===== config.mk =====
export PLATFORM = sky130hd
export DESIGN_NAME = nibble_stream_rx
export DESIGN_NICKNAME = d
export VERILOG_FILES = /design/src/rtl/nibble_stream_rx.sv
export SDC_FILE = /design/constraint.sdc
export NUM_CORES = 1
export LEC_CHECK = 0
export CAP_MARGIN = 25
export CORE_MARGIN = 4
export CORE_UTILIZATION = 59
export CTS_CLUSTER_DIAMETER = 150
export DETAILED_ROUTE_END_ITERATION = 8
export PLACE_DENSITY = 0.91
export SETUP_SLACK_MARGIN = 0.05
export SLEW_MARGIN = 10
export SYNTH_ARGS = -nofsm -noshare
export SYNTH_HDL_FRONTEND = slang
export SYNTH_SLANG_ARGS = --single-unit

===== constraint.sdc =====
create_clock -name ap_clk -period 4.3 [get_ports ap_clk]
set_input_delay 0.86 -clock ap_clk [delete_from_list [all_inputs] [get_ports ap_clk]]
set_output_delay 0.86 -clock ap_clk [all_outputs]
set_load 0.01 [all_outputs]

===== src/rtl/nibble_stream_rx.sv =====
// -----------------------------------------------------------------------------
// nibble_stream_rx
//
// Receive-side deserializer for the 4-bit nibble result stream driven by the
// accelerator wrappers. Nibbles are packed LSB-first into words of
// NIBBLES_PER_WORD nibbles. Words are counted into frames of WORDS_PER_FRAME
// words, and each frame is opened by the start-of-frame marker. A partial word
// that gets thrown away by a re-sync or an idle timeout raises a sticky
// truncation flag.
//
// Parameters:
//   NIBBLES_PER_WORD : nibbles per word (>= 2); the word is 4*N bits wide
//   WORDS_PER_FRAME  : words per frame, 1..65535
//   IDLE_TIMEOUT     : consecutive non-valid cycles in RECV that abort (>= 2)
//
// Ports:
//   ap_clk        in   sole clock, rising edge
//   ap_rst        in   asynchronous active-high reset
//   data_in       in   4-bit nibble from the transmitter
//   data_in_valid in   nibble qualifier
//   sof_in        in   start-of-frame marker (only meaningful with valid)
//   word_out      out  last assembled word, held between pulses
//   word_valid    out  one-cycle pulse when word_out is new
//   word_count    out  words delivered in the current frame
//   frame_done    out  high while the frame is complete (DONE)
//   err_trunc     out  sticky partial-word-discarded flag
//   busy          out  high while receiving a frame (RECV)
// -----------------------------------------------------------------------------
module nibble_stream_rx #(
  parameter int NIBBLES_PER_WORD = 8,
  parameter int WORDS_PER_FRAME  = 16,
  parameter int IDLE_TIMEOUT     = 64
) (
  input  logic                            ap_clk,
  input  logic                            ap_rst,
  input  logic [3:0]                      data_in,
  input  logic                            data_in_valid,
  input  logic                            sof_in,
  output logic [4*NIBBLES_PER_WORD-1:0]   word_out,
  output logic                            word_valid,
  output logic [15:0]                     word_count,
  output logic                            frame_done,
  output logic                            err_trunc,
  output logic                            busy
);

  localparam int WORD_W = 4 * NIBBLES_PER_WORD;
  localparam int IDX_W  = (NIBBLES_PER_WORD > 1) ? $clog2(NIBBLES_PER_WORD) : 1;
  localparam int IDLE_W = $clog2(IDLE_TIMEOUT + 1);

  localparam logic [IDX_W-1:0]  LAST_IDX   = IDX_W'(NIBBLES_PER_WORD - 1);
  localparam logic [IDLE_W-1:0] IDLE_LIMIT = IDLE_W'(IDLE_TIMEOUT);
  localparam logic [15:0]       FRAME_LEN  = 16'(WORDS_PER_FRAME);

  typedef enum logic [1:0] {
    StIdle,
    StRecv,
    StDone
  } rxState_e;

  rxState_e            state_q,     state_d;
  logic [WORD_W-1:0]   shift_q,     shift_d;
  logic [IDX_W-1:0]    idx_q,       idx_d;
  logic [IDLE_W-1:0]   idleCnt_q,   idleCnt_d;
  logic [WORD_W-1:0]   wordOut_q,   wordOut_d;
  logic                wordValid_q, wordValid_d;
  logic [15:0]         wordCount_q, wordCount_d;
  logic                errTrunc_q,  errTrunc_d;

  logic [WORD_W-1:0]   shiftMerged;
  logic [15:0]         wordCountInc;
  logic [IDLE_W-1:0]   idleCntInc;

  // Shift register with the current nibble dropped into its slot. Used both
  // to keep accumulating and as the completed word on the final nibble, so
  // the last nibble reaches word_out without an extra cycle.
  always_comb begin
    shiftMerged = shift_q;
    for (int i = 0; i < NIBBLES_PER_WORD; i++) begin
      if (idx_q == IDX_W'(i)) begin
        shiftMerged[4*i +: 4] = data_in;
      end
    end
  end

  assign wordCountInc = wordCount_q + 16'd1;
  assign idleCntInc   = idleCnt_q + IDLE_W'(1);

  // Next-state and datapath updates. A valid start-of-frame nibble always
  // wins, in every state, including over a word that would otherwise
  // complete on the same cycle.
  always_comb begin
    state_d     = state_q;
    shift_d     = shift_q;
    idx_d       = idx_q;
    idleCnt_d   = idleCnt_q;
    wordOut_d   = wordOut_q;
    wordValid_d = 1'b0;
    wordCount_d = wordCount_q;
    errTrunc_d  = errTrunc_q;

    if (data_in_valid && sof_in) begin
      // Re-sync mid-word loses the partial word; at a word boundary nothing
      // is lost, so the flag stays untouched.
      if (state_q == StRecv && idx_q != '0) begin
        errTrunc_d = 1'b1;
      end
      shift_d     = WORD_W'(data_in);
      idx_d       = IDX_W'(1);
      wordCount_d = '0;
      idleCnt_d   = '0;
      state_d     = StRecv;
    end else begin
      case (state_q)
        StRecv: begin
          if (data_in_valid) begin
            idleCnt_d = '0;
            if (idx_q == LAST_IDX) begin
              wordOut_d   = shiftMerged;
              wordValid_d = 1'b1;
              idx_d       = '0;
              shift_d     = '0;
              wordCount_d = wordCountInc;
              if (wordCountInc == FRAME_LEN) begin
                state_d = StDone;
              end
            end else begin
              shift_d = shiftMerged;
              idx_d   = idx_q + IDX_W'(1);
            end
          end else begin
            idleCnt_d = idleCntInc;
            // Abort on the edge where the counter reaches the limit; words
            // already delivered and word_count are left as they are.
            if (idleCntInc == IDLE_LIMIT) begin
              if (idx_q != '0) begin
                errTrunc_d = 1'b1;
              end
              idleCnt_d = '0;
              idx_d     = '0;
              shift_d   = '0;
              state_d   = StIdle;
            end
          end
        end
        StIdle, StDone: begin
          // Data without a start marker is dropped here.
        end
        default: begin
          state_d = StIdle;
        end
      endcase
    end
  end

  // State and datapath registers, cleared asynchronously so a reset in the
  // middle of a word discards it without emitting a pulse.
  always_ff @(posedge ap_clk or posedge ap_rst) begin
    if (ap_rst) begin
      state_q     <= StIdle;
      shift_q     <= '0;
      idx_q       <= '0;
      idleCnt_q   <= '0;
      wordOut_q   <= '0;
      wordValid_q <= 1'b0;
      wordCount_q <= '0;
      errTrunc_q  <= 1'b0;
    end else begin
      state_q     <= state_d;
      shift_q     <= shift_d;
      idx_q       <= idx_d;
      idleCnt_q   <= idleCnt_d;
      wordOut_q   <= wordOut_d;
      wordValid_q <= wordValid_d;
      wordCount_q <= wordCount_d;
      errTrunc_q  <= errTrunc_d;
    end
  end

  assign word_out   = wordOut_q;
  assign word_valid = wordValid_q;
  assign word_count = wordCount_q;
  assign frame_done = (state_q == StDone);
  assign busy       = (state_q == StRecv);
  assign err_trunc  = errTrunc_q;

endmodule


==> summary.log, run 1 <==
qor: run_status.outcome complete, no violations
qor: timing.finalHoldViolations 0
qor: placement.place.port_buffers 59
qor: timing.final.period_utilization 65.53%
qor: pwr.power.switching 404.8 uW
qor: cts.cts_repair_resizes 0
qor: worst_setup_path.cpLargestDelayFamily compound AO/OA/AOI/OAI gates
qor: finish.areaGrowthSynthToFinish 19.61%
qor: yosys.synth_ff_type dfrtp_1
qor: floorplan.die_area 8872 um^2
qor: detailed_routing.vias 3796
qor: global_routing.grt.total_usage 25.22%
qor: detailed_routing.drt_pass1_iterations 5
qor: cts.clock_tree_from_tritoncts built
qor: floorplan.design.core.area 7253 um^2
qor: global_routing.antenna_found_initial 0
qor: pwr.ir_worst_vdd 0.2226 mV
qor: cts.cts.hold.buffers_added 0
qor: yosys.synth.yosys.seq_area_share 51.38%
qor: worst_setup_path.worstSetupStartpointType input port
qor: pwr.leakage 2.317 nW
qor: finish.antenna-diode-count 0
qor: detailed_routing.detail_route.wl_per_cell 16.89 um
qor: worst_hold_path.min-delay-path-class reg2reg
qor: global_routing.grt_max_degree 70
qor: cts.clock_latency 360 ps
qor: yosys.synth_top_area_cell dfrtp_1
qor: flow_run.maxCapViolCount 0
qor: pwr.p_clk_share 36.9%
qor: pwr.netSwitchingFraction 24.92%
qor: worst_setup_path.critical_path.most_common_cell a21oi_1
qor: worst_setup_path.criticalPathCategory in2reg
qor: timing.grt_setup_unrepaired false
qor: pwr.p_int 1.220 mW
qor: pwr.powerDensity 309.9 nW/um^2
qor: worst_setup_path.cpPeakStageDelay 600 ps
qor: yosys.syn_area_per_cell 9.446 um^2
qor: yosys.syn_nets 481
qor: timing.slew-limit-headroom 42.01%
qor: yosys.synth-edff-count 0
qor: cts.post_cts_buffers 0
qor: detailed_routing.routed_antenna_nets 0
qor: cts.clock-root-buffer clkbuf_8
qor: cts.clkSinkCount 90
qor: timing.max_freq 354.9 MHz
qor: global_routing.first_pass_grt_wire_length 17620 um
qor: worst_setup_path.timing.critical_path.fanout_max 21
qor: yosys.synth_top_area_share 51.38%
qor: timing.period_minus_slack 2818 ps
qor: yosys.synth.top_cells.by_area dfrtp_1 (51%), o21ai_0 (9.7%), nand2_1 (6.8%), mux2i_1 (4.6%), a22o_1 (3.0%)
qor: pwr.power.sequential.fraction 54.4%
qor: floorplan.die_width 94.19 um
qor: timing.worst_pin_slew 868.0 ps
qor: timing.fin_setup_tns 0 ps
qor: worst_setup_path.worst_setup_path_end_kind register
qor: placement.place.detailed.hpwl 6871 um
qor: timing.clock_skew 9.949 ps
qor: worst_setup_path.crit_chain clkdlybuf4s50_1 > a21oi_1 > o21bai_2 > a21oi_1 > a22o_1
qor: placement.place.gp.congestion 0.8636
qor: finish.finalNetCount 529
qor: worst_setup_path.critical_path_arrival 3060 ps
qor: cts.numCtsBuffers 9
qor: worst_setup_path.cp.required 4550 ps
qor: floorplan.ios 60
qor: detailed_routing.wirelength 10400 um
qor: global_routing.grt_remaining_overflow 0
qor: pwr.finalPower 1.624 mW
qor: global_routing.via_count_of_the_first_global_routing_pass 3712
qor: cts.clk_path_buf_depth 2
qor: worst_setup_path.cp_max_delay_cell clkdlybuf4s50_1
qor: cts.ctsHtreeMaxLevel 3
qor: finish.filler_cells_inserted 519
qor: timing.finalSetupViolations 0
qor: yosys.synthCells 464
qor: pwr.combinationalPowerShare 8.8%
qor: detailed_routing.via_per_inst 6.162
qor: floorplan.start_util 60.43%
qor: worst_setup_path.crit_buf_inv 1
qor: finish.post_route_cells_drive_above_1_share 5.996%
qor: yosys.netlist_area_before_placement 4383 um^2
qor: floorplan.die_y 94.19 um
qor: yosys.synthesis_warning_total 0
qor: yosys.ys_seq_elements 90
qor: detailed_routing.drtIter0Drc 369
qor: floorplan.floorplan.rows 31
qor: timing.timing_max_transition_violations_final 0
qor: yosys.async_reset_ff_share 100.0%
qor: yosys.synth.distinct_cells 51
qor: cts.cts.clk_slew.worst_paths 90 ps
qor: detailed_routing.route.detailed.drc 0
[synthesized netlist by cell type (2+ instances only)]
master and count:
nand3_1 8, o31ai_1 3, mux2i_1 20, and3_1 4
nor2b_1 6, nor4_1 3, buf_2 3, a31oi_1 9
buf_1 2, nand2_1 79, nor3_1 4, inv_1 9
o21ai_0 85, a21oi_1 10, o41ai_1 2, and2_1 2
dfrtp_1 90, nand4_1 8, clkinv_1 2, clkbuf_1 20
a22o_1 15, a21o_1 3, ha_1 9, o22ai_1 5
nand2b_1 6, nor2_1 32
[registers in the layout, summed over array words and instances, names as in the netlist]
| signal | cells |
|---|---|
| err_trunc | 1 |
| shift_q | 28 |
| idleCnt_q | 7 |
| idx_q | 3 |
| word_out | 32 |
| word_valid | 1 |
| word_count | 16 |
| state_q | 2 |
[worst paths after layout]
check,startpoint,to,slack [ps],cells past startpoint
setup / recovery,data_in_valid,shift_q[1],1480,5
hold / removal,word_out[25],word_out[25],480,2
setup reg to reg,state_q[1],shift_q[1],1680,6
hold reg to reg,word_out[25],word_out[25],480,2
max in group asynchronous,ap_rst,shift_q[26],2650,4
min in group asynchronous,ap_rst,word_count[3],810,2
[per-layer routing]
layer | share of wire, % | track usage, %
met5 | 0 | 0
met4 | 2.9 | 13.60
met3 | 7.0 | 4.006
met2 | 48 | 39.72
met1 | 42 | 33.44
[tightest hold or removal path, stage by stage, from the launching register on]
cell and delay (ps):
dfrtp_1 350, nand2_1 40, o21ai_0 60
[cells in the final DEF, fill, tap and decap left out, types with 7 or more instances in the layout]
cell / count
dfrtp_1: 90
mux2i_1: 20
a21oi_1: 10
o21ai_0: 85
nand3_1: 7
a22o_1: 15
nand4_1: 8
clkbuf_8: 11
a31oi_1: 9
inv_1: 8
nor2_1: 32
ha_1: 9
nand2_1: 79
clkdlybuf4s50_1: 59
[kinds of logic (layout without fill, tap and decap cells)]
kind of cell,Yosys count,in the layout,synth area share (%)
AOI/OAI and AO/OA,145,145,20.70
xor gates and xnor gates,2,2,0.3997
adders and majority gates,9,9,2.569
buffers and inverters,37,90,3.426
DFF,90,90,51.38
muxes,21,21,4.824
and+or+nand+nor,160,160,16.70
[power groups by stage]
stage          combinational (mW)  sequential (mW)  clock (mW)
6_report                    0.143            0.883       0.599
5_1_grt                     0.158            0.885       0.637
4_1_cts                     0.140            0.882       0.603
3_5_place_dp                0.138            0.898           0
3_3_place_gp                0.132            0.897           0
2_1_floorplan              0.0961            0.895           0
[cell type report]
class,instances,area [um^2],area share (%)
tap,99,123.9,2.363
multi-input combinational,337,1986,37.88
timing repair buffer,63,633.1,12.08
inverter,11,42.54,0.8115
clock buffer,13,158.9,3.031
clock inverter,3,46.29,0.8831
sequential,90,2252,42.96
[per-stage QoR]
| stage | util (%) | instances | hold WS (ps) | cell area [um^2] | worst slack (ps) |
|---|---|---|---|---|---|
| after floorplan | - | 464 | 465.4 | 4383 | 1105 |
| after CTS | 72.00 | 615 | 488.8 | 5223 | 1511 |
| final | 72.28 | 616 | 479.7 | 5243 | 1482 |
| after global routing | 72.28 | 616 | 515.1 | 5243 | 1275 |
| after global placement | 69.17 | 599 | 460.1 | 5017 | 1308 |
| after detailed placement | 69.17 | 599 | 469.2 | 5017 | 1186 |
Power figures use the tool's default switching activity.
==> run 2, diff against run 1 <==
Settings changed: CORE_UTILIZATION 59 to 55, PLACE_DENSITY 0.91 to 0.86.
Clock period 4.3 ns to 2.85 ns, I/O delays scaled along.
==> run 2 against run 1 <==
Cell area increased by 1.2%; critical path depth rose by 1; worst hold slack improved by 5.9 ps; first-iteration DRC count decreased by 23%; clock power rose by 57%; sequential share of layout area decreased by 0.53 points; count of clock-buffer cells in the layout shrank 1; combinational power up 54%; largest power group unchanged.
==> summary.log, run 2 (synthesis results as in run 1) <==
qor: global_routing.first_pass_grt_wire_length 17060 um
qor: finish.largest_reg_flops 32
qor: cts.numCtsBuffers 9
qor: worst_setup_path.start_point_of_the_critical_path idleCnt_q[0]
qor: timing.period_minus_slack 2483 ps
qor: cts.clkSinkCount 90
qor: pwr.power.sequential.fraction 53.5%
qor: worst_setup_path.crit_path_end shift_q[13]
qor: floorplan.start_util 56.72%
qor: finish.finalNetCount 536
qor: worst_setup_path.cp.required 3100 ps
qor: worst_setup_path.crit-reg2reg-capture shift_q[13]
qor: timing.finalSetupViolations 0
qor: worst_hold_path.min-delay-path-class reg2reg
qor: global_routing.grt.total_usage 21.76%
qor: detailed_routing.wirelength 10270 um
qor: global_routing.antenna_found_initial 0
qor: timing.clock_skew 13.39 ps
qor: detailed_routing.drt_pass1_iterations 5
qor: run_status.outcome complete, no violations
qor: cts.clk_path_buf_depth 2
qor: worst_hold_path.holdCritStartpoint err_trunc
qor: worst_setup_path.number_of_cells_on_the_worst_reg_to_reg_path 6
qor: pwr.finalPower 2.487 mW
qor: pwr.netSwitchingFraction 24.27%
qor: cts.post_cts_buffers 0
qor: floorplan.ios 60
qor: worst_setup_path.critical_path_arrival 2730 ps
qor: timing.slew-limit-headroom 49.63%
qor: floorplan.die_width 97.27 um
qor: cts.clock-root-buffer clkbuf_8
qor: cts.cts_repair_resizes 0
qor: placement.place.detailed.hpwl 7075 um
qor: worst_setup_path.ff2ff_setup_slack 370 ps
qor: floorplan.die_area 9461 um^2
qor: floorplan.design.core.area 7727 um^2
qor: pwr.ir_worst_vdd 0.3352 mV
qor: timing.grt_setup_unrepaired false
qor: detailed_routing.drtIter0Drc 284
qor: detailed_routing.route.detailed.drc 0
qor: floorplan.die_y 97.27 um
qor: flow_run.maxCapViolCount 0
qor: cts.clock_tree_from_tritoncts built
qor: finish.post_route_cells_drive_above_1_share 7.061%
qor: global_routing.grt_remaining_overflow 0
qor: pwr.powerDensity 468.7 nW/um^2
qor: worst_setup_path.criticalPathCategory reg2reg
qor: worst_setup_path.worst_setup_path_end_kind register
qor: global_routing.grt_max_degree 36
qor: detailed_routing.detail_route.wl_per_cell 16.40 um
qor: timing.max_freq 402.7 MHz
qor: timing.fin_setup_tns 0 ps
qor: cts.ctsHtreeMaxLevel 3
qor: pwr.p_int 1.884 mW
qor: placement.place.port_buffers 59
qor: timing.final.period_utilization 87.14%
qor: timing.timing_max_transition_violations_final 0
qor: pwr.p_clk_share 37.7%
qor: detailed_routing.vias 3766
qor: detailed_routing.via_per_inst 6.016
qor: worst_hold_path.whs_path_depth 1
qor: cts.clock_latency 360 ps
qor: finish.top_library_cells_by_usage_in_the_layout_fill_and_taps_aside dfrtp_1 (90), o21ai_0 (85), nand2_1 (79)
qor: worst_setup_path.worstSetupStartpointType register
qor: floorplan.floorplan.rows 32
qor: cts.cts.clk_slew.worst_paths 90 ps
qor: pwr.power.switching 603.8 uW
qor: pwr.leakage 2.350 nW
qor: timing.finalHoldViolations 0
qor: worst_setup_path.timing.critical_path.fanout_max 21
qor: placement.place.gp.congestion 0.8607
qor: pwr.combinationalPowerShare 8.8%
qor: finish.layout_commonest_cell dfrtp_1
qor: timing.hold_slack 485.7 ps
qor: detailed_routing.routed_antenna_nets 0
qor: global_routing.via_count_of_the_first_global_routing_pass 3595
qor: finish.antenna-diode-count 0
qor: timing.worst_pin_slew 755.0 ps
qor: finish.areaGrowthSynthToFinish 21.10%
qor: worst_setup_path.worstReg2RegStart idleCnt_q[0]
qor: cts.cts.hold.buffers_added 0
==> run 2: worst min-delay path by stage <==
| stage | to | slack, ps |
|---|---|---|
| after CTS | word_out[12] | 490 |
| final | err_trunc | 490 |
| after global placement | word_out[15] | 470 |
| after detailed placement | err_trunc | 470 |
| after floorplan | shift_q[0] | 470 |
| after global routing | err_trunc | 520 |
==> run 2: critical path, cell delays in order, from the launching register on <==
cell and delay [ps]:
dfrtp_1 450, nand3_2 150, or4b_4 550, a221oi_4 340
o21bai_2 290, o21bai_1 310, a22o_1 270
==> run 2: routing by layer <==
layer | vias to the layer above | track usage, % | wire, um
li1 | 1754 | - | -
met1 | 1856 | 29.19 | 4561
met2 | 139 | 35.51 | 4975
met3 | 17 | 3.446 | 585
met4 | 0 | 8.839 | 146
met5 | - | 0 | 0
==> run 2: area by class of cell <==
class                   count  area, um^2
clock buffers              12       135.1
clock inverters             4       76.32
fillers                   588        2420
inverters                  11       45.04
multi-input cells         337        1986
flip-flops and latches     90        2252
well taps                 102       127.6
repair buffers             70       685.7
==> run 2: power by group through the flow <==
stage,Combinational [mW],Clock [mW],Sequential [mW]
after CTS,0.219,0.948,1.33
final,0.220,0.938,1.33
after floorplan,0.145,0,1.35
after global placement,0.210,0,1.35
after global routing,0.243,1.01,1.33
after detailed placement,0.217,0,1.35
==> run 2: metrics by stage <==
step                setup slack (ps)  util (%)  cells  instance area, um^2
finish                         366.6     68.69    626                 5308
global route                   177.4     68.69    626                 5308
CTS                            376.9     68.69    626                 5308
detailed placement             345.9     65.95    610                 5096
global placement               424.6     65.95    610                 5096
floorplan                      759.1         -    464                 4387
